## src/rtl/alu_ctrl_pkg.sv

```systemverilog
// Shared definitions for the ALU sequencer/arbiter: opcodes, FSM states, flag payload.
package alu_ctrl_pkg;

    localparam int unsigned OP_W   = 4;
    localparam int unsigned MAX_OP = 7;

    localparam logic [OP_W-1:0] OP_AND  = 4'd0;
    localparam logic [OP_W-1:0] OP_OR   = 4'd1;
    localparam logic [OP_W-1:0] OP_ADD  = 4'd2;
    localparam logic [OP_W-1:0] OP_SUB  = 4'd3;
    localparam logic [OP_W-1:0] OP_XOR  = 4'd4;
    localparam logic [OP_W-1:0] OP_NOR  = 4'd5;
    localparam logic [OP_W-1:0] OP_NAND = 4'd6;
    localparam logic [OP_W-1:0] OP_SLT  = 4'd7;

    typedef enum logic [1:0] {
        IDLE = 2'd0,
        EXEC = 2'd1,
        RESP = 2'd2
    } state_t;

    typedef struct packed {
        logic is_zero;
        logic is_negative;
        logic ovfl;
        logic err;
    } flags_t;

    // Only arithmetic opcodes carry a meaningful overflow flag.
    function automatic logic op_sets_ovfl(input logic [OP_W-1:0] op);
        return (op == OP_ADD) || (op == OP_SUB) || (op == OP_SLT);
    endfunction

endpackage

```

## src/rtl/rr_arbiter2.sv

```systemverilog
// Two-input round-robin arbiter; last_grant advances only when update is asserted.
module rr_arbiter2 (
    input  logic       clk,
    input  logic       rst,
    input  logic [1:0] valid,
    input  logic       update,
    output logic [1:0] grant_c,
    output logic       grant_id_c
);

    logic last_grant;

    // Reset to port 1 so port 0 wins the first contention.
    always_ff @(posedge clk) begin
        if (rst) begin
            last_grant <= 1'b1;
        end else if (update) begin
            last_grant <= grant_id_c;
        end
    end

    always_comb begin
        grant_id_c = valid[1];
        if (valid == 2'b11) begin
            grant_id_c = ~last_grant;
        end
        grant_c = {valid[1] & grant_id_c, valid[0] & ~grant_id_c};
    end

endmodule

```

## src/rtl/alu_arbiter.sv

```systemverilog
// Round-robin sequencer for the shared combinational ALU: accept, execute for one cycle,
// then hold a tagged registered response until the consumer takes it.
module alu_arbiter #(
    parameter int unsigned WIDTH  = 16,
    parameter int unsigned MAX_OP = alu_ctrl_pkg::MAX_OP
) (
    input  logic             CLK,
    input  logic             Reset,
    input  logic             req0_valid,
    output logic             req0_ready,
    input  logic [WIDTH-1:0] req0_A,
    input  logic [WIDTH-1:0] req0_B,
    input  logic [3:0]       req0_op,
    input  logic             req1_valid,
    output logic             req1_ready,
    input  logic [WIDTH-1:0] req1_A,
    input  logic [WIDTH-1:0] req1_B,
    input  logic [3:0]       req1_op,
    output logic             resp_valid,
    input  logic             resp_ready,
    output logic             resp_id,
    output logic [WIDTH-1:0] resp_R,
    output logic             resp_isZero,
    output logic             resp_isNegative,
    output logic             resp_ovfl,
    output logic             resp_err,
    output logic [WIDTH-1:0] alu_A,
    output logic [WIDTH-1:0] alu_B,
    output logic [3:0]       alu_op,
    input  logic [WIDTH-1:0] alu_R,
    input  logic             alu_isZero,
    input  logic             alu_isNegative,
    input  logic             alu_ovfl
);

    import alu_ctrl_pkg::*;

    state_t           state;
    state_t           state_nxt;
    logic [1:0]       grant_c;
    logic             grant_id_c;
    logic             accept_c;
    logic             op_illegal_c;
    logic [WIDTH-1:0] a_q;
    logic [WIDTH-1:0] b_q;
    logic [3:0]       op_q;
    logic             id_q;
    logic             rsp_valid_q;
    logic             rsp_id_q;
    logic [WIDTH-1:0] rsp_r_q;
    flags_t           rsp_flags_q;

    // Requests are only offered to the arbiter in IDLE; reset overrides any handshake.
    rr_arbiter2 u_arb (
        .clk        (CLK),
        .rst        (Reset),
        .valid      ({req1_valid, req0_valid} & {2{(state == IDLE) && !Reset}}),
        .update     (accept_c),
        .grant_c    (grant_c),
        .grant_id_c (grant_id_c)
    );

    assign req0_ready   = grant_c[0];
    assign req1_ready   = grant_c[1];
    assign accept_c     = |grant_c;
    assign op_illegal_c = 32'(op_q) > MAX_OP;

    always_ff @(posedge CLK) begin
        if (Reset) begin
            state <= IDLE;
        end else begin
            state <= state_nxt;
        end
    end

    always_comb begin
        state_nxt = state;
        unique case (state)
            IDLE:    if (accept_c)   state_nxt = EXEC;
            EXEC:                    state_nxt = RESP;
            RESP:    if (resp_ready) state_nxt = IDLE;
            default:                 state_nxt = IDLE;
        endcase
    end

    // Operand capture from the winning port.
    always_ff @(posedge CLK) begin
        if (Reset) begin
            a_q  <= '0;
            b_q  <= '0;
            op_q <= '0;
            id_q <= 1'b0;
        end else if (accept_c) begin
            a_q  <= grant_id_c ? req1_A  : req0_A;
            b_q  <= grant_id_c ? req1_B  : req0_B;
            op_q <= grant_id_c ? req1_op : req0_op;
            id_q <= grant_id_c;
        end
    end

    // Response capture at the end of EXEC; illegal opcodes report only err.
    always_ff @(posedge CLK) begin
        if (Reset) begin
            rsp_valid_q <= 1'b0;
            rsp_id_q    <= 1'b0;
            rsp_r_q     <= '0;
            rsp_flags_q <= '0;
        end else if (state == EXEC) begin
            rsp_valid_q <= 1'b1;
            rsp_id_q    <= id_q;
            if (op_illegal_c) begin
                rsp_r_q     <= '0;
                rsp_flags_q <= '{is_zero: 1'b0, is_negative: 1'b0, ovfl: 1'b0, err: 1'b1};
            end else begin
                rsp_r_q     <= alu_R;
                rsp_flags_q <= '{is_zero:     alu_isZero,
                                 is_negative: alu_isNegative,
                                 ovfl:        alu_ovfl & op_sets_ovfl(op_q),
                                 err:         1'b0};
            end
        end else if ((state == RESP) && resp_ready) begin
            rsp_valid_q <= 1'b0;
        end
    end

    assign alu_A           = a_q;
    assign alu_B           = b_q;
    assign alu_op          = ((state == EXEC) && !op_illegal_c) ? op_q : 4'd0;
    assign resp_valid      = rsp_valid_q;
    assign resp_id         = rsp_id_q;
    assign resp_R          = rsp_r_q;
    assign resp_isZero     = rsp_flags_q.is_zero;
    assign resp_isNegative = rsp_flags_q.is_negative;
    assign resp_ovfl       = rsp_flags_q.ovfl;
    assign resp_err        = rsp_flags_q.err;

endmodule

```

## config.mk

```make
export PLATFORM = sky130hd
export DESIGN_NAME = alu_arbiter
export DESIGN_NICKNAME = d
export VERILOG_FILES = /design/src/rtl/alu_ctrl_pkg.sv /design/src/rtl/rr_arbiter2.sv /design/src/rtl/alu_arbiter.sv
export SDC_FILE = /design/constraint.sdc
export NUM_CORES = 1
export LEC_CHECK = 0
export ABC_CLOCK_PERIOD_IN_PS = 1500
export BUFFER_PORTS_ARGS = -buffer_cell sky130_fd_sc_hd__buf_2
export CAP_MARGIN = 20
export CORE_AREA = 5 5 85 103
export DETAILED_ROUTE_END_ITERATION = 8
export DIE_AREA = 0 0 90 108
export GPL_ROUTABILITY_DRIVEN = 1
export PLACE_DENSITY = 0.77
export SYNTH_ARGS = -nofsm -noshare
export SYNTH_HDL_FRONTEND = slang
export SYNTH_SLANG_ARGS = --single-unit
```

## constraint.sdc

```tcl
create_clock -name CLK -period 1.5 [get_ports CLK]
set_clock_uncertainty 0.2 [all_clocks]
set_input_delay 0.075 -clock CLK [delete_from_list [all_inputs] [get_ports CLK]]
set_output_delay 0.075 -clock CLK [all_outputs]
set_load 0.01 [all_outputs]
```

==> Word level (Yosys, flattened, before mapping) <==
Index checks and enable logic that the tools add are counted.
{ "totals": {"regBits": 62, "latch_bits": 0, "mem_bits_rw": 0, "romBits": 0, "in_bits": 96, "out_inout_bits": 60, "word_cells": 51, "memories": 0} }
{ "op_classes": {"n_addsub": 0, "n_mul": 0, "div_mod_pow": 0, "n_lt_le_gt_ge": 1, "n_eq_ne": 8, "shift": 0, "mux": 12, "bitwise": 6, "n_reduce_logical": 11} }
{ "ops": {"columns": ["op", "count"], "rows": [
  ["$mux 16", 3],
  ["$mux 4", 3],
  ["$eq 4x2->1 const B", 2],
  ["$pmux 2 s3", 1],
  ["$eq 2x2->1 const B", 2],
  ["$eq 4x3->1 const B", 1],
  ["$gt 4x3->1 const B", 1],
  ["$mux 2", 2],
  ["$ne 2x2->1 const B", 2],
  ["$and 1x1->1", 3],
  ["$logic_and 1x1->1", 3],
  ["$mux 1", 3],
  ["$and 2x2->2", 1],
  ["$eq 2x1->1 const B", 1],
  ["$logic_not 1->1", 2],
  ["$logic_not 2->1", 1],
  ["$logic_or 1x1->1", 2],
  ["$not 1->1", 2],
  ["$reduce_and 2->1", 1],
  ["$reduce_bool 2->1", 1],
  ["$reduce_or 2->1", 1]
]} }

==> Longest topological paths before layout <==
Gate-level depths: netlist (run 1).
{ "depth": {"word_depth": 10, "depth_mapped": 6} }

==> Hierarchy <==
From an unflattened synthesis (run 1), not the netlist that was laid out.
{ "unflattened": {"cells_unflattened": 324, "hier_area_um2": 2673.8} }
{ "modules_own_cells": {"columns": ["mod", "n_inst", "cells_per_inst", "area_per_inst_um2"], "rows": [
  ["alu_arbiter", 1, 317, 2608.8],
  ["rr_arbiter2", 1, 7, 65.1]
]} }

==> Worst setup path after synthesis (run 1) <==
OpenSTA, ideal clock, no wires.
{ "synth_path": {"kind": "reg-to-reg", "from": "register state[1]", "to": "register a_q[0] (netlist: alu_A[0])", "setup_ps": 147, "arrival_ps": 1297, "path_slack_ps": -144, "stages_incl_launch_ff": 6, "path_buffers": 2, "path_cell_list": "dfxtp_1 -> or3_4 -> buf_6 -> buf_6 -> o21ai_0 -> a311oi_2"} }
{ "synth_via": {"elab_chain_cells": 8} }
{ "synth_lines": {"columns": ["element", "line", "rtl"], "rows": [
  ["from (decl)", "alu_arbiter.sv:38", "state_t state;"],
  ["from (signal assigned)", "alu_arbiter.sv:72", "state <= state_nxt;"],
  ["$logic_not 2->1 (*)", "alu_arbiter.sv:57", ".valid ({req1_valid, req0_valid} & {2{(state == IDLE) && !Reset}}),"],
  ["$logic_and 1x1->1 (*)", "alu_arbiter.sv:57", null],
  ["$and 2x2->2 (*)", "alu_arbiter.sv:57", null],
  ["$eq 2x2->1", "rr_arbiter2.sv:24", "if (valid == 2'b11) begin"],
  ["$mux 1", "rr_arbiter2.sv:24", null],
  ["$not 1->1", "rr_arbiter2.sv:27", "grant_c = {valid[1] & grant_id_c, valid[0] & ~grant_id_c};"],
  ["$and 1x1->1", "rr_arbiter2.sv:27", null],
  ["$reduce_or 2->1", "alu_arbiter.sv:65", "assign accept_c = |grant_c;"],
  ["to (signal assigned)", "alu_arbiter.sv:94", "a_q <= grant_id_c ? req1_A : req0_A;"],
  ["to (decl)", "alu_arbiter.sv:44", "logic [WIDTH-1:0] a_q;"]
]} }
Every way passes the cells marked *; elsewhere a longest branch is shown, timed or not.
A chain may end at the register's enable or synchronous reset.

==> Worst setup path after layout (run 1) <==
{ "layout_path": {"from": "register state[1]", "to": "output port req1_ready"} }
{ "layout_via": {"elab_chain_cells": 6} }
{ "layout_lines": {"columns": ["element", "line", "rtl"], "rows": [
  ["$logic_not 2->1 (*)", "alu_arbiter.sv:57", null],
  ["$logic_and 1x1->1 (*)", "alu_arbiter.sv:57", null],
  ["$and 2x2->2 (*)", "alu_arbiter.sv:57", null],
  ["$eq 2x2->1", "rr_arbiter2.sv:24", null],
  ["$mux 1", "rr_arbiter2.sv:24", null],
  ["$and 1x1->1 (*)", "rr_arbiter2.sv:27", null],
  ["to (decl)", "alu_arbiter.sv:15", "output logic req1_ready,"]
]} }
Marked as above.

==> flow_summary.toml, run 1 <==
[min_path]
min_delay_path_depth = 3
hold_path_end = "alu_B[13]$_SDFFE_PP0P_"
hp-start = "Reset"
hold_class = "in2reg"

[timing]
period_share_pct = 115.1
tightest_slew_ns = 0.6906
max_freq_ghz = 0.5793
relSlewSlack_pct = 53.96
rsz0062_at_grt = "true"
min_period_ns = 1.726
slew_violations = 0
finalHoldViolCount = 0
fin_ws_ns = -0.2261
setup_viol_count_final = 62

[drt]
drt_iter0_markers = 235
dr.pass1.iters = 4
routed_via_density = 5.651
post-route-drc-count = 0
detail_route.wl_per_cell_um = 19.36
antenna_left = 0
dr_total_vias = 3939
routed_wl_um = 13500

[worst_setup_path]
critPathRequiredTime_ns = 1.22
r2r-start = "state[1]$_SDFFE_PP0P_"
end_kind = "primary output"
reg2reg_slack_ns = -0.22
crit_type = "reg2out"
critPathArrivalTime_ns = 1.45
crit_start = "state[1]$_SDFFE_PP0P_"
startpoint_type = "flip-flop"
rr_endpoint = "alu_B[2]$_SDFFE_PP0P_"
r2r_cells = 4
critPathMaxFanout = 3

[die]
fp.dieH_um = 108
ios = 156
die-area_um2 = 9720
initial_core_util_pct = 40.18
coreArea_um2 = 7576
placementRows = 35
die_width_um = 90

[yosys]
ys_ff_latch = 62
yosysMostFrequentCell = "dfxtp_1"
synth-edff-count = 0
synth_area_leaders = "dfxtp_1 (41%), a311oi_2 (14%), a21oi_1 (9.5%)"
yosysTopAreaCell = "dfxtp_1"
synth_cell_types = 32
synth_nets = 434
synthTopCellsByCount = "dfxtp_1 (62), a21oi_1 (58), nand3_1 (36), o21ai_0 (30), a311oi_2 (29)"
synth_cells = 338
synthDominantCellAreaShare_pct = 40.77
async_flop_share_pct = 0
netlist_area_um2 = 3044
syn_area_per_cell_um2 = 9.006
ys_seq_area_share_pct = 40.77
synth_warnings = 0
synth-main-ff-cell = "dfxtp_1"

[grt]
grt_pass1_vias = 4108
antenna_found_initial = 0
grt_max_degree = 48
overflow = 0
grt_pass1_wl_um = 20350
groute.usage.overall_pct = 25.86

[placement]
place.gp.congestion = 0.8162
detailedPlace.worstSlack_ns = -0.09419
port_buffers = 154
dp_hpwl_um = 6546

[clocking]
clock_latency_ns = 0.34
cts_htree_levels = 3
cts_tree = "done"
root_buffer = "clkbuf_8"
path_clk_slew_ns = 0.07
cts_sinks = 62
cts_buffers = 9
cts_max_path_buffers = 2

[finish]
drive_gt1_share_pct = 49.75
fin_nets = 694
nFillCells = 513
area_delta_synth_final_pct = 85.82
final_core_util_pct = 74.67

[run]
cap_violations = 0

[power]
max-vdd-ir-drop_v = 0.0005795
leakage_nw = 2.336
p_per_area_nw_per_um2 = 859.5

[outcome]
violations = "negative setup slack"
outcome = "complete, but fails checks"
==> per-layer routing <==
layer / global-route usage (%) / routed length, µm / vias up
li1: - / - / 1783
met3: 6.889 / 915 / 71
met2: 45.71 / 6984 / 247
met4: 15.74 / 722 / 0
met1: 27.47 / 4874 / 1838
met5: 0 / 0 / -
==> logic make-up after synthesis <==
| group | synth area share, % |
|---|---|
| compound gates | 33.54 |
| buf+inv | 8.056 |
| flops | 40.77 |
| other cells | 0.1232 |
| simple gates | 17.51 |
==> cell usage in the layout (no fill, tap or decap), types with 3 or more instances in the layout <==
cell type	count
a21oi_1	45
a21oi_2	13
a311oi_1	3
a311oi_2	33
buf_12	12
buf_2	151
buf_4	15
buf_6	15
clkbuf_1	3
clkbuf_16	3
clkbuf_8	9
dfxtp_1	60
dlygate4sd3_1	94
nand2_1	18
nand2_2	3
nand3_1	33
nand3_2	3
nand3b_1	19
o21ai_0	7
o21ai_1	11
o21ai_2	20
==> through the flow <==
stage	power (W)	cells	setup TNS [ns]	area [µm²]	hold WS (ns)
after detailed placement	0.003026	566	-1.096	4034	0.1510
after global placement	0.002996	566	-0.1961	4034	0.1318
final	0.004862	697	-9.656	5657	0.05481
after floorplan	0.002595	338	-0.7065	3127	0.03891
after global routing	0.005059	695	-13.31	5652	0.05600
after CTS	0.004791	694	-6.499	5574	0.02456
==> report_power, final <==
group	switching (W)	leakage [nW]	internal, W	total, W
sequential	0.0000881	0.510	0.00179	0.00188
clock	0.000653	0.0886	0.000697	0.00135
combinational	0.000807	1.74	0.000829	0.00164
total	0.00155	2.34	0.00331	0.00486
==> layout make-up <==
class,count,area (µm²),area share (%)
Clock buffer,13,160.2,2.831
Timing Repair Buffer,290,2296,40.59
Antenna cell,2,5.005,0.08848
Clock inverter,3,17.52,0.3097
Inverter,2,7.507,0.1327
Multi-Input combinational cell,233,1809,31.98
Sequential cell,62,1246,22.03
Tap cell,92,115.1,2.035
==> worst max-delay path by stage <==
stage                                 end  slack [ns]  cells past startpoint
global placement    alu_B[5]$_SDFFE_PP0P_       -0.04                      4
CTS                            req1_ready       -0.21                      4
global route                   req1_ready       -0.27                      4
finish                         req1_ready       -0.23                      4
detailed placement  alu_B[7]$_SDFFE_PP0P_       -0.09                      4
floorplan           alu_A[6]$_SDFFE_PP0P_       -0.03                      5
==> registers in the layout, indices dropped and copies added (netlist names) <==
register and count:
alu_A 16, alu_B 16, resp_R 16, op_q 4, state 2, id_q 1
resp_err 1, resp_id 1, resp_isNegative 1, resp_isZero 1, resp_ovfl 1, resp_valid 1
u_arb.last_grant 1
==> worst max-delay path, cell delays in order, from the launching register on <==
cell and delay (ns):
dfxtp_4 0.35, or3_4 0.39, buf_12 0.14, nor2_4 0.12, buf_6 0.12
==> timing repair <==
action / 4_1_cts / 5_1_grt
endpoints found under the hold margin: 59 / 0
buffers inserted: 13 / 6
endpoints found under the setup margin: 40 / 65
hold buffers: 94 / 0
gates cloned: 6 / 3
resized for setup: 49 / 37
pin swaps: 52 / 25
(Power assumes the default switching activity.)
==> run 2: changes to the inputs <==
Settings changed: CAP_MARGIN 20 to 30, CORE_AREA 5 5 85 103 to 5 5 93 95, DIE_AREA 0 0 90 108 to 0 0 98 100, PLACE_DENSITY 0.77 to 0.76.
==> flow_summary.toml, run 2 (same netlist as run 1, synthesis figures left out) <==
[finish]
fin_nets = 692
final_core_util_pct = 75.31
design_area_um2 = 5759
layout_common_cells = "buf_2 (152), dlygate4sd3_1 (94), dfxtp_1 (60)"
drive_gt1_share_pct = 50.33
nFillCells = 510
layout_commonest_cell = "buf_2"
area_delta_synth_final_pct = 89.19

[drt]
drt-met1-wl_um = 5069
routed_via_density = 5.523
dr.pass1.iters = 5
top_layer = "met4"
drt_iter0_markers = 135
dr_total_vias = 3883
antenna_left = 0
post-route-drc-count = 0
wl_met2_um = 6880
wl_met3_um = 1041
detail_route.wl_per_cell_um = 19.43
routed_wl_um = 13660

[clocking]
cts_max_path_buffers = 2
cts_tree = "done"
cts_htree_levels = 3
cts_sinks = 62
root_buffer = "clkbuf_8"
clock_latency_ns = 0.34
cts_buffers = 9
path_clk_slew_ns = 0.07

[placement]
place.gp.congestion = 0.8020
dpl_cell_area_um2 = 4081
port_buffers = 154
dp_hpwl_um = 6681

[worst_setup_path]
critical_path.top_delay_family = "compound AO/OA/AOI/OAI gates"
cp_slowest_cell = "or3_4"
critPathArrivalTime_ns = 1.80
startpoint_type = "flip-flop"
slowest_delay_ns = 0.39
critPathRequiredTime_ns = 1.50
end_kind = "flip-flop"
critical_path.cell_chain = "or3_4 -> buf_4 -> o21ai_0 -> a311oi_1"
reg2reg_slack_ns = -0.31
cp_num_buf_inv = 1
critPathMaxFanout = 22
crit_type = "reg2reg"

[grt]
overflow = 0
grt_pass1_wl_um = 20780
groute.usage.overall_pct = 26.41
grt_pass1_vias = 4086
grt_max_degree = 37
antenna_found_initial = 0

[timing]
max_freq_ghz = 0.5530
finalHoldViolCount = 0
fin_ws_ns = -0.3082
min_period_ns = 1.808
setup_viol_count_final = 62
period_share_pct = 120.5
slew_violations = 0
rsz0062_at_grt = "true"

[die]
initial_core_util_pct = 39.81
die_width_um = 98
fp.dieH_um = 100
placementRows = 32
ios = 156
die-area_um2 = 9800
coreArea_um2 = 7647

[outcome]
violations = "negative setup slack"
outcome = "complete, but fails checks"

[power]
p_per_area_nw_per_um2 = 872.5
leakage_nw = 2.345
max-vdd-ir-drop_v = 0.0005690

[min_path]
hold_class = "in2reg"

[run]
cap_violations = 0
run 2: cell types whose count changed in the layout (fill, tap and decap cells not counted), moves of 4 or more:
cell	previous run	this run
o21ai_1	11	7
o21ai_2	20	25
nand3_2	3	7
o21ai_0	7	3
nand2_1	18	23
buf_6	15	6
nand3_1	33	28
buf_16	1	6
run 2: timing repair:
item                                    in CTS  in global routing
hold buffers                                94                  0
gates cloned                                 8                  0
buffers inserted                            15                  0
pin swaps                                   38                 19
hold endpoints to repair                    59                  0
endpoints found under the setup margin      60                 63
resized for setup                           51                 35
run 2: path summary, 6_finish.rpt:
| check | cells after the start | startpoint | to |
|---|---|---|---|
| max | 4 | state[0]$_SDFFE_PP0P_ | alu_B[0]$_SDFFE_PP0P_ |
| min | 3 | Reset | resp_valid$_SDFFE_PP0P_ |
| max reg2reg | 4 | state[0]$_SDFFE_PP0P_ | alu_B[0]$_SDFFE_PP0P_ |
| min reg2reg | 2 | resp_R[14]$_SDFFE_PP0P_ | resp_R[14]$_SDFFE_PP0P_ |
run 2: power by group:
| group | internal, W | total, W | switching, W |
|---|---|---|---|
| Combinational | 0.000870 | 0.00170 | 0.000829 |
| Clock | 0.000798 | 0.00145 | 0.000653 |
| Sequential | 0.00179 | 0.00188 | 0.0000866 |
run 2: cell type report:
cell class                 count  area (µm²)  area share, %
timing repair buffer         288        2342          40.67
multi-input combinational    233        1844          32.02
sequential                    62        1246          21.64
clock buffer                  11       141.4          2.455
tap                          102       127.6          2.216
clock inverter                 4       47.55         0.8255
inverter                       2       7.507         0.1303
antenna                        1       2.502        0.04345
run 2: routing by layer:
| layer | global-route usage (%) | vias up |
|---|---|---|
| met5 | 0 | - |
| met4 | 16.08 | 0 |
| met3 | 7.366 | 64 |
| met2 | 45.55 | 230 |
| met1 | 28.85 | 1801 |
| li1 | - | 1788 |
run 2: metrics by stage:
| stage | setup TNS [ns] | hold WS [ns] | setup WS [ns] | cells | total power, W |
|---|---|---|---|---|---|
| final | -7.098 | 0.1171 | -0.3082 | 703 | 0.005025 |
| after CTS | -7.745 | 0.07849 | -0.2126 | 705 | 0.004964 |
| after global routing | -10.23 | 0.1282 | -0.3071 | 702 | 0.005233 |
| after detailed placement | -1.835 | 0.1396 | -0.09485 | 574 | 0.003053 |
| after floorplan | -0.7065 | 0.03891 | -0.02829 | 338 | 0.002595 |
| after global placement | -0.3503 | 0.1356 | -0.03607 | 574 | 0.003026 |
run 2: worst min-delay path, stage by stage:
cell and delay (ns):
buf_2 0.14, buf_4 0.27, nor2_1 0.13
==> run 3: changes to the inputs <==
Settings changed: SETUP_SLACK_MARGIN set to 0.05.
==> flow_summary.toml, run 3 (same netlist as run 1, synthesis figures left out) <==
[grt]
grtUsageMet3_pct = 5.768
antenna_found_initial = 0
overflow = 0
groute.usage.overall_pct = 26.27
grt_pass1_vias = 4028
grt_max_degree = 48
top_usage_layer = "met2"
grt_pass1_wl_um = 20640
grtUsageMet1_pct = 28.18
grt_util_met2_pct = 47.49

[timing]
period_share_pct = 116.4
setup_viol_count_final = 63
max_freq_ghz = 0.5727
min_period_ns = 1.746
fin_ws_ns = -0.2462
slew_violations = 0
relSlewSlack_pct = 54.38
finalHoldViolCount = 0
rsz0062_at_grt = "true"
tightest_slew_ns = 0.6843
setup-tns-final_ns = -10.59

[finish]
design_area_um2 = 5871
area.sequential_um2 = 1247
nFillCells = 483
area_delta_synth_final_pct = 92.85
multiInputGateArea_um2 = 1833
drive_gt1_share_pct = 51.40
final_core_util_pct = 76.77
fin_nets = 700
layout_common_cells = "buf_2 (151), dlygate4sd3_1 (94), dfxtp_1 (59)"
layout_commonest_cell = "buf_2"

[placement]
port_buffers = 154
dp_hpwl_um = 6585
dpl_cell_area_um2 = 4056
place.gp.congestion = 0.8096

[drt]
drt_iter0_markers = 174
routed_via_density = 5.545
routed_wl_um = 13870
detail_route.wl_per_cell_um = 19.40
post-route-drc-count = 0
dr.pass1.iters = 4
antenna_left = 0
dr_total_vias = 3965

[die]
fp.dieH_um = 100
coreArea_um2 = 7647
die_width_um = 98
initial_core_util_pct = 39.81
placementRows = 32
die-area_um2 = 9800
ios = 156

[worst_setup_path]
end_kind = "flip-flop"
critPathMaxFanout = 6
critPathRequiredTime_ns = 1.53
reg2reg_slack_ns = -0.25
r2r-start = "state[1]$_SDFFE_PP0P_"
rr_endpoint = "alu_B[2]$_SDFFE_PP0P_"
r2r_cells = 7
crit_type = "reg2reg"
critPathArrivalTime_ns = 1.78
startpoint_type = "flip-flop"

[clocking]
path_clk_slew_ns = 0.07
root_buffer = "clkbuf_8"
cts_htree_levels = 3
cts_max_path_buffers = 2
cts_tree = "done"
clock_latency_ns = 0.33
cts_buffers = 9
cts_sinks = 62

[min_path]
hp-start = "Reset"
hold_class = "in2reg"
min_delay_path_depth = 3
hold_path_end = "alu_B[10]$_SDFFE_PP0P_"

[outcome]
outcome = "complete, but fails checks"
violations = "negative setup slack"

[run]
cap_violations = 0

[power]
p_per_area_nw_per_um2 = 836.6
max-vdd-ir-drop_v = 0.0005062
leakage_nw = 2.397
==> run 3: cell types whose count changed in the layout (fill, tap and decap cells not counted), sizes merged <==
cell,previous run,this run
buf,193,197
clkbuf,12,17
diode,1,4
bufinv,1,0
clkinv,2,3
==> run 3: worst max path at each step <==
stage                                from               endpoint  slack (ns)  depth (start not counted)
floorplan           state[0]$_SDFFE_PP0P_  alu_A[6]$_SDFFE_PP0P_       -0.03                          5
global placement    state[0]$_SDFFE_PP0P_  alu_B[5]$_SDFFE_PP0P_       -0.04                          4
detailed placement  state[0]$_SDFFE_PP0P_  alu_B[6]$_SDFFE_PP0P_       -0.08                          4
CTS                 state[1]$_SDFFE_PP0P_             req1_ready       -0.21                          4
global route        state[1]$_SDFFE_PP0P_  alu_B[2]$_SDFFE_PP0P_       -0.37                          7
finish              state[1]$_SDFFE_PP0P_  alu_B[2]$_SDFFE_PP0P_       -0.25                          7
==> run 3: critical path, cell delays in order, from the launching register on <==
cell and delay, ns:
dfxtp_4 0.35, buf_6 0.11, nor3_4 0.21, buf_6 0.19, buf_12 0.13, buf_16 0.11
a21oi_1 0.07, a311oi_1 0.27
==> run 3: what timing repair did <==
item,CTS,global route
hold buffers,94,0
hold endpoints to repair,59,0
gates resized for setup,69,27
gates cloned,7,5
pin swaps,15,46
endpoints found under the setup margin,42,51
setup buffers,13,5
==> run 3: metal layers <==
| layer | vias up | part of all wire [%] |
|---|---|---|
| met5 | - | 0 |
| met2 | 222 | 53 |
| li1 | 1808 | - |
| met1 | 1881 | 36 |
| met4 | 0 | 4.5 |
| met3 | 54 | 6.8 |
==> run 3: layout make-up <==
type | instances | area share (%)
clock buffer | 12 | 2.472
antenna | 4 | 0.1705
inverter | 2 | 0.1279
sequential | 62 | 21.25
timing repair buffer | 296 | 42.20
clock inverter | 4 | 0.3836
tap | 102 | 2.174
multi-input combinational | 233 | 31.22
==> run 3: where the power goes <==
| group | switching [W] | internal, W | total (W) |
|---|---|---|---|
| Combinational | 0.000830 | 0.000919 | 0.00175 |
| Sequential | 0.0000929 | 0.00179 | 0.00188 |
| Clock | 0.000642 | 0.000637 | 0.00128 |
| Total | 0.00157 | 0.00335 | 0.00491 |
==> run 3: through the flow <==
| stage | instances | hold WS (ns) | total power, W | setup slack, ns |
|---|---|---|---|---|
| 2_1_floorplan | 338 | 0.03891 | 0.002597 | -0.02829 |
| 3_3_place_gp | 575 | 0.1325 | 0.003010 | -0.03614 |
| 3_5_place_dp | 575 | 0.1426 | 0.003038 | -0.08495 |
| 4_1_cts | 704 | 0.02160 | 0.004784 | -0.2104 |
| 5_1_grt | 711 | 0.05830 | 0.005118 | -0.3682 |
| 6_report | 715 | 0.04203 | 0.004911 | -0.2462 |
